### config.mk
export PLATFORM = sky130hd
export DESIGN_NAME = mem_arb
export DESIGN_NICKNAME = d
export VERILOG_FILES = /design/src/rtl/mem_arb.sv
export SDC_FILE = /design/constraint.sdc
export NUM_CORES = 1
export LEC_CHECK = 0
export ABC_AREA = 0
export CAP_MARGIN = 10
export CELL_PAD_IN_SITES_DETAIL_PLACEMENT = 0
export CELL_PAD_IN_SITES_GLOBAL_PLACEMENT = 1
export CORE_AREA = 2 2 81 83
export CTS_BUF_LIST = sky130_fd_sc_hd__clkbuf_16
export DETAILED_ROUTE_END_ITERATION = 7
export DIE_AREA = 0 0 83 85
export DONT_BUFFER_PORTS = 1
export GPL_TIMING_DRIVEN = 0
export PLACE_DENSITY = 0.67
export SLEW_MARGIN = 10
export SYNTH_ARGS = -nofsm -noshare
export SYNTH_HDL_FRONTEND = slang
export SYNTH_SLANG_ARGS = --single-unit
export TNS_END_PERCENT = 100
### constraint.sdc
create_clock -name iw_clk -period 1.58 [get_ports iw_clk]
set_input_delay 0.316 -clock iw_clk [delete_from_list [all_inputs] [get_ports iw_clk]]
set_output_delay 0.316 -clock iw_clk [all_outputs]
set_load 0.01 [all_outputs]
### src/rtl/mem_arb.sv
// Two-port memory arbiter between the pipeline memory stage and a DMA engine.
// Define MEM_ARB_STARVE_EN to build the DMA starvation-promotion counters.
`ifndef SIZE_ADDR
`define SIZE_ADDR 16
`endif
`ifndef SIZE_DATA
`define SIZE_DATA 16
`endif

module mem_arb #(
  parameter int STARVE_LIMIT = 4
) (
  input  logic                  iw_clk,
  input  logic                  iw_rst_n,
  input  logic                  iw_p_req,
  input  logic                  iw_p_mp,
  input  logic                  iw_p_we,
  input  logic [`SIZE_ADDR-1:0] iw_p_addr,
  input  logic [`SIZE_DATA-1:0] iw_p_wdata,
  input  logic                  iw_d_req,
  input  logic                  iw_d_mp,
  input  logic                  iw_d_we,
  input  logic [`SIZE_ADDR-1:0] iw_d_addr,
  input  logic [`SIZE_DATA-1:0] iw_d_wdata,
  output logic                  ow_p_gnt,
  output logic                  ow_d_gnt,
  output logic                  ow_p_stall,
  output logic                  ow_p_rvalid,
  output logic                  ow_d_rvalid,
  output logic [`SIZE_DATA-1:0] ow_p_rdata,
  output logic [`SIZE_DATA-1:0] ow_d_rdata,
  output logic                  ow_mem_en    [0:1],
  output logic                  ow_mem_we    [0:1],
  output logic [`SIZE_ADDR-1:0] ow_mem_addr  [0:1],
  output logic [`SIZE_DATA-1:0] ow_mem_wdata [0:1],
  input  logic [`SIZE_DATA-1:0] iw_mem_rdata [0:1]
);

  logic [1:0] p_tgt;
  logic [1:0] d_tgt;
  logic [1:0] p_win;
  logic [1:0] d_win;
  logic [1:0] promote;
  logic       p_pend;
  logic       p_port;
  logic       d_pend;
  logic       d_port;

  // Reset gates targeting so no grant or memory enable escapes during reset
  assign p_tgt = {2{iw_rst_n & iw_p_req}} & {iw_p_mp, ~iw_p_mp};
  assign d_tgt = {2{iw_rst_n & iw_d_req}} & {iw_d_mp, ~iw_d_mp};

  assign p_win = p_tgt & (~d_tgt | ~promote);
  assign d_win = d_tgt & (~p_tgt | promote);

  assign ow_p_gnt   = |p_win;
  assign ow_d_gnt   = |d_win;
  assign ow_p_stall = iw_p_req & ~ow_p_gnt;

`ifdef MEM_ARB_STARVE_EN
  localparam int CW = (STARVE_LIMIT < 1) ? 1 : $clog2(STARVE_LIMIT + 1);
  localparam logic [CW-1:0] LIMIT = CW'(STARVE_LIMIT);

  logic [CW-1:0] starve_cnt [0:1];

  assign promote = {starve_cnt[1] == LIMIT, starve_cnt[0] == LIMIT};

  // DMA starvation counters: count lost conflicts, clear on any DMA grant
  always_ff @(posedge iw_clk or negedge iw_rst_n) begin
    if (!iw_rst_n) begin
      starve_cnt[0] <= '0;
      starve_cnt[1] <= '0;
    end else begin
      for (int k = 0; k < 2; k++) begin
        if (d_win[k]) begin
          starve_cnt[k] <= '0;
        end else if (p_tgt[k] && d_tgt[k] && (starve_cnt[k] != LIMIT)) begin
          starve_cnt[k] <= starve_cnt[k] + 1'b1;
        end else begin
          starve_cnt[k] <= starve_cnt[k];
        end
      end
    end
  end
`else
  assign promote = 2'b00;
`endif

  // Memory port drive from whichever requester won the port
  always_comb begin
    for (int k = 0; k < 2; k++) begin
      ow_mem_en[k]    = p_win[k] | d_win[k];
      ow_mem_we[k]    = 1'b0;
      ow_mem_addr[k]  = '0;
      ow_mem_wdata[k] = '0;
      if (p_win[k]) begin
        ow_mem_we[k]    = iw_p_we;
        ow_mem_addr[k]  = iw_p_addr;
        ow_mem_wdata[k] = iw_p_wdata;
      end else if (d_win[k]) begin
        ow_mem_we[k]    = iw_d_we;
        ow_mem_addr[k]  = iw_d_addr;
        ow_mem_wdata[k] = iw_d_wdata;
      end else begin
        ow_mem_we[k]    = 1'b0;
      end
    end
  end

  // Remember which port each granted read went to for next-cycle return
  always_ff @(posedge iw_clk or negedge iw_rst_n) begin
    if (!iw_rst_n) begin
      p_pend <= 1'b0;
      p_port <= 1'b0;
      d_pend <= 1'b0;
      d_port <= 1'b0;
    end else begin
      p_pend <= ow_p_gnt & ~iw_p_we;
      p_port <= iw_p_mp;
      d_pend <= ow_d_gnt & ~iw_d_we;
      d_port <= iw_d_mp;
    end
  end

  // Memory data is valid the cycle after enable, so it is steered straight out
  assign ow_p_rvalid = p_pend;
  assign ow_d_rvalid = d_pend;
  assign ow_p_rdata  = p_pend ? iw_mem_rdata[p_port] : '0;
  assign ow_d_rdata  = d_pend ? iw_mem_rdata[d_port] : '0;

endmodule

==> run_results.csv <==
group,metric,value,unit
yosys,yosys.cell_types.count,18,
cts,h-tree-depth,1,
sta,tightestPinTransition,304,ps
power,p_seq_frac,0.124,
detailed_routing,firstDrtPassIters,4,
place,hpwl,5120,um
detailed_routing,wl_per_cell,24.9,um
yosys,mappedNetlistArea,1680,um2
grt,grtUsageTotal,0.162,
die,die_area,7060,um2
cts,postCtsSetupBuffers,0,
yosys,synthAdderAreaFrac,0,
yosys,synth_compound_area_frac,0.401,
finish,antenna_cells,0,
critical_path,start_kind,"register",
sta,finalCriticalPeriod,1520,ps
yosys,synthSimpleGateAreaFrac,0.164,
yosys,synthTopCellsByArea,"a32o_1 39%, mux2i_1 19%, nor2b_1 13%",
cts,clkTransAtPathRegs,30,ps
sta,slew_viol_final,0,
power,leakage,0.695,nW
detailed_routing,drc,0,
detailed_routing,vias_per_cell,6.89,
yosys,synth-seq-cells,4,
yosys,synth_nets,282,
grt,grt_pass1_vias,1835,
detailed_routing,wl_met2,3370,um
sta,hold_viol,0,
critical_path,worstPathArrival,1200,ps
die,die_x,83,um
detailed_routing,antenna_left,0,
sta,fin_tns_setup,0,ps
detailed_routing,wl_met1,2270,um
cts,cts.path.max_buffers,2,
grt,grt_pass1_wl,9310,um
finish,layout_common_cells,"66 x a32o_1, 30 x mux2i_1, 26 x nor2b_1",
cts,numCtsBuffers,3,
critical_path,cp_max_fo,16,
grt,antenna_found_initial,0,
cts,cts_tree,"done",
power,fin_total_pwr,0.920,mW
detailed_routing,dr_total_vias,1771,
power,p_int,0.615,mW
power,peakVddDrop,318,uV
place,io_buffers,0,
die,die_h,85,um
detailed_routing,drt_iter0_drc,63,
sta,timing.final.ws_setup,62.7,ps
cts,cts-root-buf,"clkbuf_16",
sta,fin_crit_sh,0.960,
yosys,ys_seq_area_frac,0.0597,
die,initial_core_util,0.270,
cts,clock-sinks,4,
critical_path,criticalPathCategory,"reg -> out",
grt,grt_overflow,0,
power,swShare,0.331,
finish,area_delta_synth_final,12.2,%
sta,rsz0062_at_grt,"false",
flow_run,cap_violations,0,
power,p_sw,0.305,mW
worst_hold_path,hp-class,"in -> reg",
yosys,syn_inst,178,
detailed_routing,drt_wl_total,6390,um
place,dp_slack,107,ps
critical_path,required,1260,ps
yosys,synth_top_area_cell,"a32o_1",
yosys,synth_top_family_by_area,"compound AO/OA/AOI/OAI gates",
grt,grt_max_degree,11,
yosys,avgSynthCellArea,9.42,um2
detailed_routing,dr_wl_met3,663,um
place,place_congestion,0.694,
power,comb_power_share,0.454,
critical_path,setup.worst_path.end_class,"output pin",
finish,layout-drive-gt1-share,0.233,
die,ios,209,
yosys,synth_xor_area_frac,0.00522,
finish,num-fill-cells,660,
status,status,"completed",
sta,relSlewSlack,0.797,
yosys,yosys_warnings,0,
yosys,muxShareOfSynthArea,0.191,
power,p_clk_frac,0.422,
finish,final_common_cell,"a32o_1",
sta,fmax,659,MHz
yosys,synth_top_area_frac,0.394,
die,num_rows,29,
finish,fin_nets,286,
sta,setup_viol,0,
power,power_density,489,nW/um2
detailed_routing,top_layer,"met4",
die,core-area,6200,um2
## cells in the mapped netlist (all sizes together)
| cell | instances |
|---|---|
| a211oi | 1 |
| a21oi | 1 |
| a32o | 66 |
| and2 | 1 |
| and3 | 2 |
| and3b | 2 |
| buf | 27 |
| clkbuf | 2 |
| dfrtp | 4 |
| mux2i | 32 |
| nand2 | 2 |
| nand2b | 1 |
| nor2b | 34 |
| or2 | 2 |
| xnor2 | 1 |
## power by group through the flow
stage / Clock, mW / Combinational (mW) / Sequential (mW)
after global routing: 0.402 / 0.447 / 0.115
after CTS: 0.394 / 0.423 / 0.113
after detailed placement: 0 / 0.412 / 0.114
after global placement: 0 / 0.410 / 0.114
final: 0.388 / 0.418 / 0.114
after floorplan: 0 / 0.347 / 0.113
## sequential cells by signal, summed over array words and instances, names as in the netlist
signal,count
d_port,1
ow_d_rvalid,1
p_port,1
ow_p_rvalid,1
## cells by family (layout without fill, tap and decap cells)
group / after synthesis / after routing
buffers and inverters: 29 / 31
muxes: 32 / 32
DFF: 4 / 4
and+or+nand+nor: 44 / 44
AOI/OAI and AO/OA: 68 / 68
xor gates and xnor gates: 1 / 1
## final timing paths
kind | from | endpoint | slack (ps) | cells past startpoint
max in group asynchronous | iw_rst_n | ow_d_rvalid | 1040 | 1
worst min-delay path | iw_d_mp | d_port | 120 | 0
worst max-delay path | d_port | ow_d_rdata[9] | 60 | 3
min in group asynchronous | iw_rst_n | p_port | 360 | 1
## final cells by class
cell class / count / area, um2 / area share
tap: 77 / 96.3 / 0.0512
clock buffer: 3 / 75.1 / 0.0399
timing repair buffer: 1 / 10.0 / 0.00532
multi-input combinational: 145 / 1310 / 0.694
buffer: 27 / 292 / 0.155
sequential: 4 / 103 / 0.0546
## per-layer routing
| metal | vias up | global-route usage |
|---|---|---|
| li1 | 752 | - |
| met1 | 850 | 0.176 |
| met2 | 159 | 0.315 |
| met3 | 10 | 0.0360 |
| met4 | 0 | 0.0447 |
| met5 | - | 0 |
## stage by stage
stage,cells,util,area [um2],hold WS (ps)
global placement,255,0.286,1770,20.6
finish,257,0.303,1880,122
detailed placement,255,0.286,1770,20.6
floorplan,178,-,1680,20.4
global route,257,0.303,1880,117
CTS,259,0.303,1880,119
## worst max-delay path, cell delays in order (launching register included)
cell	delay, ps
dfrtp_1	320
buf_4	280
mux2i_2	280
nor2b_2	90
## what timing repair did
action,CTS,global route
setup endpoints to repair,20,20
hold endpoints to repair,4,0
gates resized for setup,9,9
hold buffers,1,0
No activity file was read; power rests on OpenSTA's default activity.
